===== config.mk =====
export PLATFORM = sky130hd
export DESIGN_NAME = tick_sched
export DESIGN_NICKNAME = d
export VERILOG_FILES = /design/src/rtl/tick_sched.sv
export SDC_FILE = /design/constraint.sdc
export NUM_CORES = 1
export LEC_CHECK = 0
export ABC_AREA = 1
export CAP_MARGIN = 15
export CELL_PAD_IN_SITES_DETAIL_PLACEMENT = 0
export CELL_PAD_IN_SITES_GLOBAL_PLACEMENT = 2
export CORE_MARGIN = 10
export CORE_UTILIZATION = 37
export CTS_CLUSTER_SIZE = 16
export DETAILED_ROUTE_END_ITERATION = 12
export PLACE_DENSITY_LB_ADDON = 0.1
export SYNTH_ARGS = -nofsm -noshare
export SYNTH_HDL_FRONTEND = slang
export SYNTH_SLANG_ARGS = --single-unit

===== constraint.sdc =====
create_clock -name wb_clk_i -period 14.55 [get_ports wb_clk_i]
set_clock_uncertainty 0.05 [all_clocks]
set_input_delay 2.91 -clock wb_clk_i [delete_from_list [all_inputs] [get_ports wb_clk_i]]
set_output_delay 2.91 -clock wb_clk_i [all_outputs]
set_load 0.02 [all_outputs]

===== src/rtl/tick_sched.sv =====
// -----------------------------------------------------------------------------
// tick_sched : four-channel programmable tick scheduler with a Wishbone slave
//              register port and a single arbitrated interrupt request.
//
// Each channel down-counts timer tick pulses from a software reload value.
// On expiry it sets a pending flag and, if periodic, reloads; otherwise it
// stops and clears its own enable. A three-state arbiter grants one pending
// channel at a time to the interrupt controller.
//
// Optional feature macro:
//   TICK_SCHED_ROUND_ROBIN_EN - rotate arbiter priority (after a grant to
//                               channel k, channel (k+1) mod 4 is highest).
//                               Undefined: fixed priority, channel 0 highest.
//
// Ports:
//   wb_clk_i   in   1   system clock
//   wb_rst_i   in   1   asynchronous active-high reset
//   tick_i     in   1   one-cycle tick pulse from the timer
//   wb_adr_i   in   3   register address
//   wb_dat_i   in  16   write data
//   wb_dat_o   out 16   read data, valid while wb_ack_o=1
//   wb_we_i    in   1   write enable
//   wb_stb_i   in   1   strobe
//   wb_cyc_i   in   1   cycle
//   wb_ack_o   out  1   one-cycle bus acknowledge
//   irq_o      out  1   level interrupt request
//   irq_vec_o  out  2   granted channel, valid while irq_o=1
//   irq_ack_i  in   1   one-cycle acknowledge from the interrupt controller
//
// Register map: 0-3 RELOAD[n], 4 CTRL {SEL[9:8],PERIODIC[7:4],EN[3:0]},
//               5 STATUS (PENDING[3:0], write-1-to-clear), 6 COUNT[SEL], 7 zero.
// -----------------------------------------------------------------------------
module tick_sched #(
  parameter int CNT_W = 16
) (
  input  logic        wb_clk_i,
  input  logic        wb_rst_i,
  input  logic        tick_i,
  input  logic [2:0]  wb_adr_i,
  input  logic [15:0] wb_dat_i,
  output logic [15:0] wb_dat_o,
  input  logic        wb_we_i,
  input  logic        wb_stb_i,
  input  logic        wb_cyc_i,
  output logic        wb_ack_o,
  output logic        irq_o,
  output logic [1:0]  irq_vec_o,
  input  logic        irq_ack_i
);

  typedef enum logic [1:0] {
    ST_IDLE = 2'd0,
    ST_REQ  = 2'd1,
    ST_GAP  = 2'd2
  } state_t;

  localparam logic [2:0] ADR_CTRL   = 3'd4;
  localparam logic [2:0] ADR_STATUS = 3'd5;
  localparam logic [2:0] ADR_COUNT  = 3'd6;

  // Register state
  logic [CNT_W-1:0] reload_q [4];
  logic [CNT_W-1:0] reload_d [4];
  logic [CNT_W-1:0] count_q  [4];
  logic [CNT_W-1:0] count_d  [4];
  logic [3:0]       en_q, en_d;
  logic [3:0]       per_q, per_d;
  logic [1:0]       sel_q, sel_d;
  logic [3:0]       pend_q, pend_d;
  state_t           state_q, state_d;
  logic [1:0]       vec_q, vec_d;
  logic             irq_q, irq_d;
  logic             ack_q, ack_d;
  logic [15:0]      dat_q, dat_d;
`ifdef TICK_SCHED_ROUND_ROBIN_EN
  logic [1:0]       rr_q, rr_d;
`endif

  // Decoded bus and channel events
  logic             bus_req;
  logic             wr_en;
  logic             wr_ctrl;
  logic             wr_status;
  logic [3:0]       wr_reload;
  logic [3:0]       en_rise;
  logic [3:0]       fire;
  logic [3:0]       w1c_mask;
  logic [3:0]       ack_clr;
  logic [15:0]      rd_data;
  logic [1:0]       prio_start;

  // Zero-extend a channel-width value onto the 16-bit data bus.
  function automatic logic [15:0] zext(input logic [CNT_W-1:0] v);
    logic [15:0] r;
    r = 16'h0000;
    r[CNT_W-1:0] = v;
    return r;
  endfunction

  // First requesting channel found when scanning upward (with wrap) from start.
  function automatic logic [1:0] pick(input logic [3:0] req, input logic [1:0] start);
    logic [1:0] w;
    logic [1:0] idx;
    logic       found;
    w     = 2'd0;
    found = 1'b0;
    for (int i = 0; i < 4; i++) begin
      idx = start + i[1:0];
      if (!found && req[idx]) begin
        w     = idx;
        found = 1'b1;
      end else begin
        found = found;
      end
    end
    return w;
  endfunction

  // Bus request qualification and write decode. A strobe is only taken while
  // no ack is outstanding, which yields the every-other-cycle ack cadence.
  always_comb begin
    bus_req   = wb_stb_i & wb_cyc_i & ~ack_q;
    wr_en     = bus_req & wb_we_i;
    wr_ctrl   = wr_en & (wb_adr_i == ADR_CTRL);
    wr_status = wr_en & (wb_adr_i == ADR_STATUS);
    if (wr_en && !wb_adr_i[2]) begin
      wr_reload = 4'b0001 << wb_adr_i[1:0];
    end else begin
      wr_reload = 4'b0000;
    end
    if (wr_ctrl) begin
      en_rise = wb_dat_i[3:0] & ~en_q;
    end else begin
      en_rise = 4'b0000;
    end
    if (wr_status) begin
      w1c_mask = wb_dat_i[3:0];
    end else begin
      w1c_mask = 4'b0000;
    end
  end

  // Read mux, sampled from pre-write register values at the request edge.
  always_comb begin
    case (wb_adr_i)
      3'd0, 3'd1, 3'd2, 3'd3: rd_data = zext(reload_q[wb_adr_i[1:0]]);
      ADR_CTRL:               rd_data = {6'b000000, sel_q, per_q, en_q};
      ADR_STATUS:             rd_data = {12'h000, pend_q};
      ADR_COUNT:              rd_data = zext(count_q[sel_q]);
      default:                rd_data = 16'h0000;
    endcase
    ack_d = bus_req;
    if (bus_req) begin
      dat_d = rd_data;
    end else begin
      dat_d = dat_q;
    end
  end

  // Channel counters: tick handling first, then software writes override.
  // A RELOAD write suppresses that channel's tick for the cycle entirely.
  always_comb begin
    en_d  = en_q;
    per_d = per_q;
    sel_d = sel_q;
    fire  = 4'b0000;
    for (int n = 0; n < 4; n++) begin
      reload_d[n] = reload_q[n];
      count_d[n]  = count_q[n];
      if (tick_i && en_q[n] && (|reload_q[n]) && !wr_reload[n]) begin
        if (count_q[n] > CNT_W'(1)) begin
          count_d[n] = count_q[n] - CNT_W'(1);
        end else begin
          fire[n] = 1'b1;
          if (per_q[n]) begin
            count_d[n] = reload_q[n];
          end else begin
            count_d[n] = {CNT_W{1'b0}};
            en_d[n]    = 1'b0;
          end
        end
      end else begin
        count_d[n] = count_d[n];
      end
      if (wr_reload[n]) begin
        reload_d[n] = wb_dat_i[CNT_W-1:0];
        count_d[n]  = wb_dat_i[CNT_W-1:0];
      end else if (en_rise[n]) begin
        count_d[n] = reload_q[n];
      end else begin
        reload_d[n] = reload_d[n];
      end
    end
    if (wr_ctrl) begin
      en_d  = wb_dat_i[3:0];
      per_d = wb_dat_i[7:4];
      sel_d = wb_dat_i[9:8];
    end else begin
      sel_d = sel_q;
    end
  end

`ifdef TICK_SCHED_ROUND_ROBIN_EN
  assign prio_start = rr_q;
`else
  assign prio_start = 2'd0;
`endif

  // Pending flags and arbiter FSM. Clears (software and ack) are applied
  // before expiry sets so a same-cycle expiry always survives.
  always_comb begin
    state_d = state_q;
    vec_d   = vec_q;
`ifdef TICK_SCHED_ROUND_ROBIN_EN
    rr_d    = rr_q;
`endif
    if ((state_q == ST_REQ) && irq_ack_i) begin
      ack_clr = 4'b0001 << vec_q;
    end else begin
      ack_clr = 4'b0000;
    end
    pend_d = (pend_q & ~w1c_mask & ~ack_clr) | fire;
    case (state_q)
      ST_IDLE: begin
        if (|pend_q) begin
          vec_d   = pick(pend_q, prio_start);
          state_d = ST_REQ;
`ifdef TICK_SCHED_ROUND_ROBIN_EN
          rr_d    = vec_d + 2'd1;
`endif
        end else begin
          state_d = ST_IDLE;
        end
      end
      ST_REQ: begin
        // Either the controller acked, or software cleared the granted flag.
        if (irq_ack_i || !pend_d[vec_q]) begin
          state_d = ST_GAP;
        end else begin
          state_d = ST_REQ;
        end
      end
      ST_GAP:  state_d = ST_IDLE;
      default: state_d = ST_IDLE;
    endcase
    irq_d = (state_d == ST_REQ);
  end

  // State register for all channel, bus and arbiter flops.
  always_ff @(posedge wb_clk_i or posedge wb_rst_i) begin
    if (wb_rst_i) begin
      for (int n = 0; n < 4; n++) begin
        reload_q[n] <= {CNT_W{1'b0}};
        count_q[n]  <= {CNT_W{1'b0}};
      end
      en_q    <= 4'b0000;
      per_q   <= 4'b0000;
      sel_q   <= 2'd0;
      pend_q  <= 4'b0000;
      state_q <= ST_IDLE;
      vec_q   <= 2'd0;
      irq_q   <= 1'b0;
      ack_q   <= 1'b0;
      dat_q   <= 16'h0000;
`ifdef TICK_SCHED_ROUND_ROBIN_EN
      rr_q    <= 2'd0;
`endif
    end else begin
      for (int n = 0; n < 4; n++) begin
        reload_q[n] <= reload_d[n];
        count_q[n]  <= count_d[n];
      end
      en_q    <= en_d;
      per_q   <= per_d;
      sel_q   <= sel_d;
      pend_q  <= pend_d;
      state_q <= state_d;
      vec_q   <= vec_d;
      irq_q   <= irq_d;
      ack_q   <= ack_d;
      dat_q   <= dat_d;
`ifdef TICK_SCHED_ROUND_ROBIN_EN
      rr_q    <= rr_d;
`endif
    end
  end

  assign wb_dat_o  = dat_q;
  assign wb_ack_o  = ack_q;
  assign irq_o     = irq_q;
  assign irq_vec_o = vec_q;

endmodule


Word-level counts from Yosys, hierarchy flattened --
Index checks and enable logic that the tools add are counted.
Cells by class: add/subtract/negate cells 4, $lt $le $gt $ge 7, eq/ne operators 16, shift operators 2, mux-type cells 69, bitwise gates (word level) 15, reduce and logical (&&, ||, !) cells 48
Operator list (number):
- 2-to-1 mux 16 bit | 24
- binary-select mux 16 bit (select 2 bit) | 2
- greater-than comparator 16 x 1 -> 1 bit (second input constant) | 4
- one-hot mux 16 bit (4 select lines) | 1
- OR reduction 16 bit | 4
- subtractor 16 x 1 -> 16 bit (second input constant) | 4
- 2-to-1 mux 1 bit | 32
- 2-to-1 mux 4 bit | 5
- logical AND 1 bit | 17
- bitwise AND 4 bit | 3
- inverter 4 bit | 3
- AND reduction 3 bit | 4
- nonzero test 3 bit | 4
- == test 3 bit (second input constant) | 3
- logical NOT 1 bit | 9
- inequality test 2 x 1 -> 1 bit (second input constant) | 4
- inequality test 2 bit (second input constant) | 4
- nonzero test 2 bit | 4
- OR reduction 4 bit | 2
- left shift 1 x 2 -> 4 bit (first input constant) | 2
- == test 3 x 2 -> 1 bit (second input constant) | 2
- greater-or-equal comparator 3 bit (second input constant) | 2
- 2-to-1 mux 2 bit | 3
- inverter 2 -> 3 bit | 2
- 12 further kinds | 17
Storage, ports and cells: register bits 164, output and inout bits 20, logic and storage cells 181

Depth between registers and ports, before layout --
depth after elaboration 16, mapped depth 14

Worst setup path after synthesis --
OpenSTA, ideal clock, no wires.
path type in2reg, from input port wb_stb_i, to register count_q[63] (netlist name), library setup time 120 ps, arrival time 4074 ps, path slack 10306 ps, stages 13, path buffers 2, cell sequence nand2_2 nor2_8 nand2_2 nor2_4 buf_6 nand2_1 inv_2 nor2_2 nand2_1 buf_4 inv_1 nor2_1 a21oi_2
On the way: cells in the longest elaborated chain, start to end 8, elaborated cells between the ends (all ways) 12
Ends and longest elaborated chain:
- start, declared | RTL line 43 | input logic wb_stb_i,
- bitwise AND 1 bit * (2 in series) | RTL line 122 | bus_req = wb_stb_i & wb_cyc_i & ~ack_q;
- bitwise AND 1 bit * | RTL line 123 | wr_en = bus_req & wb_we_i;
- logical AND 1 bit | RTL line 126 | if (wr_en && !wb_adr_i[2]) begin
- 2-to-1 mux 4 bit | RTL line 126
- logical NOT 1 bit | RTL line 170 | if (tick_i && en_q[n] && (|reload_q[n]) && !wr_reload[n]) begin
- logical AND 1 bit | RTL line 170
- nonzero test 3 bit (no source line)
- end signal, assigned by index | RTL line 254 | count_q[n] <= {CNT_W{1'b0}};
- end signal, assigned by index | RTL line 271 | count_q[n] <= count_d[n];
- end, declared | RTL line 64 | logic [CNT_W-1:0] count_q [4];
Every way passes the cells marked *; elsewhere a longest branch is shown, timed or not. A chain may end at the register's enable or synchronous reset.

Worst setup path in the final report --
from input port wb_adr_i[2], to register count_q[17] (netlist name)
On the way: cells in the longest elaborated chain, start to end 6, elaborated cells between the ends (all ways) 11
Ends and longest elaborated chain:
- start, declared | RTL line 39 | input logic [2:0] wb_adr_i,
- parallel branches: the longest is 6 deep, another holds 2-to-1 mux 16 bit
Several ways; the timed one is not identified.

==> metrics.cfg <==
[die]
ios = 46
std_cell_rows = 61
die_y_um = 188
die_area_um2 = 35500
fp.dieW_um = 188
initial_core_util_pct = 37.6
core_um2 = 27900

[finish]
final_cell_count_no_fill = 1986
diodes = 0
final_cell_mix = nand2_1, nor2_1, inv_1
layout_commonest_cell = nand2_1
drive_gt1_share_pct = 4.66
area_growth_pct = 12.5
stdcell_area_um2 = 11800
fillers = 3047
final_core_util_pct = 42.3
nets = 1629

[sta]
hold_viol = 0
setup_viol = 0
max-slew-margin-rel_pct = 30.7
finalCritPeriodShare_pct = 39.8
rsz0062_at_grt = false
whs_ns = 0.425
period_needed_ns = 5.79
timing.fmax_ghz = 0.173
worstMarginPinSlew_ns = 1.04
slew_violations = 0
setup_tns_ns = 0

[routing]
via_per_inst = 5.37
ant_nets = 0
drt_iter0_drc = 968
detail_route.wl_per_cell_um = 21.5
routed_wl_um = 42700
dr.pass1.iters = 5
drc = 0
num_vias = 10700

[worst_hold_path]
hold_path.class = reg -> reg
hold_start = wb_dat_o[15]$_DFFE_PP0N_

[yosys]
yosys_warnings = 0
dominantRegCellSynth = dfrtp_1
ys_ff_latch = 164
ys_types = 42
syn_area_um2 = 10500
synth_enable_flop_cells = 0
postSynthNetCount = 1615
synth.area.top_cells = dfrtp_1, nand2_1, o21ai_0, nor2_1, nand3_1
yosys.area.top_type = dfrtp_1
synth_top_area_share_pct = 39.2
postSynthCellCount = 1581
synth-seq-area-share_pct = 39.2
async_reset_ff_share_pct = 100
postSynthAreaPerCell_um2 = 6.63

[placement]
portBuffers = 45
placed_cells = 1954
place_area_um2 = 11200
dp_hpwl_um = 31900
gp_congestion = 0.938

[clocking]
cts_buffers = 17
clock_sinks = 164
clk_latency_ns = 0.44
clkTransAtPathRegs_ns = 0.07
ctsHoldBuffers = 0
htreeDepth = 4
post-cts-setup-buffers = 0
clockBufferDepth = 2
cts_root_buffer = clkbuf_16
cts_tree = yes
cts_resized = 0

[power_and_ir_drop]
power_density_nw_per_um2 = 150
seqPwrFrac_pct = 40.5
pwr-share-clk_pct = 27.0
p_leak_nw = 5.77
p_sw_mw = 0.729
combPwrFrac_pct = 32.5
peakVddDrop_v = 0.0000780
p_int_mw = 1.04
p_sw_share_pct = 41.3

[setup_path]
criticalPathCategory = in -> reg
timing.rr.start = wb_ack_o$_DFF_PP0_
crit_path_start_kind = primary input
cp.arrival_ns = 6.06
critPathCaptureType = flip-flop
required_ns = 14.82
path_max_fanout = 31
cp-startpoint = wb_adr_i[2]
r2r_setup_slack_ns = 11.55

[grt]
grt_max_degree = 90
overflow = 0
grt_pass1_vias = 10200
grt_usage_pct = 24.0
antenna_found_initial = 1
grt_pass1_wl_um = 64600

[flow_run]
drv_cap = 0

[run_status]
outcome = finished, final reports clean

[power groups by stage]
| stage | sequential (mW) | combinational, mW | clock, mW |
|---|---|---|---|
| CTS | 0.711 | 0.570 | 0.485 |
| detailed placement | 0.717 | 0.566 | 0 |
| global route | 0.731 | 0.645 | 0.504 |
| finish | 0.715 | 0.574 | 0.477 |
| global placement | 0.718 | 0.564 | 0 |
| floorplan | 0.677 | 0.368 | 0 |
[logic make-up after synthesis]
| kind of cell | count (synthesis) | synth area share [%] |
|---|---|---|
| AO/OA/AOI/OAI | 307 | 15.9 |
| XOR/XNOR | 10 | 0.835 |
| adder cells (fa/ha/maj) | 8 | 0.955 |
| buffers and inverters | 250 | 9.63 |
| flip-flops | 164 | 39.2 |
| AND/OR/NAND/NOR | 842 | 33.6 |
[per-stage QoR]
stage               worst slack [ns]  power (mW)
floorplan                       7.16        1.04
finish                          8.76        1.77
global placement                8.41        1.28
global route                    8.52        1.88
detailed placement              8.36        1.28
CTS                             8.82        1.76
[critical path, cell delays in order]
cell	delay, ns
clkdlybuf4s50_1	0.50
inv_1	0.54
nand4_1	0.20
buf_4	0.26
inv_2	0.35
a21oi_2	0.13
nand2_1	0.76
o21ai_0	0.20
nor2_1	0.14
nor2_1	0.05
[per-layer routing]
metal  global-route usage, %  vias to the layer above  routed length, µm  share of wire, %
li1                        -                     5127                  -                 -
met1                    33.2                     5152              19700                46
met2                    37.0                      332              19100                45
met3                    4.93                       47               2810               6.6
met4                    6.72                        2               1020               2.4
met5                       0                        -                 16             0.038
[synthesized netlist by cell type (15+ instances only)]
| master | count |
|---|---|
| buf_2 | 22 |
| nand2_1 | 434 |
| nand4_1 | 17 |
| nor2_1 | 216 |
| o22ai_1 | 17 |
| clkbuf_1 | 25 |
| nand3_1 | 138 |
| inv_1 | 181 |
| a31oi_1 | 15 |
| a21oi_1 | 66 |
| o21ai_0 | 166 |
| dfrtp_1 | 164 |
[layout make-up]
type	instances	area [µm²]	share of cell area (%)
tap	378	473	4.01
clock buffer	25	505	4.29
clock inverter	7	95.1	0.807
multi-input combinational	1167	5370	45.5
sequential	164	4100	34.8
timing repair buffer	55	526	4.46
inverter	190	718	6.09
[registers in the layout, summed over array words and instances (netlist names)]
| name | cells |
|---|---|
| count_q | 64 |
| en_q | 4 |
| irq_o | 1 |
| irq_vec_o | 2 |
| pend_q | 4 |
| per_q | 4 |
| reload_q | 64 |
| sel_q | 2 |
| state_q | 2 |
| wb_ack_o | 1 |
| wb_dat_o | 16 |
[path summary, 6_finish.rpt]
kind,to,cells past startpoint
min in group asynchronous,count_q[37]$_DFFE_PP0P_,2
max in group asynchronous,reload_q[8]$_DFFE_PP0P_,3
worst max register to register,count_q[17]$_DFFE_PP0P_,9
worst min register to register,wb_dat_o[15]$_DFFE_PP0N_,1
worst min-delay path,wb_dat_o[15]$_DFFE_PP0N_,1
worst max-delay path,count_q[17]$_DFFE_PP0P_,10
Power figures use the tool's default switching activity.
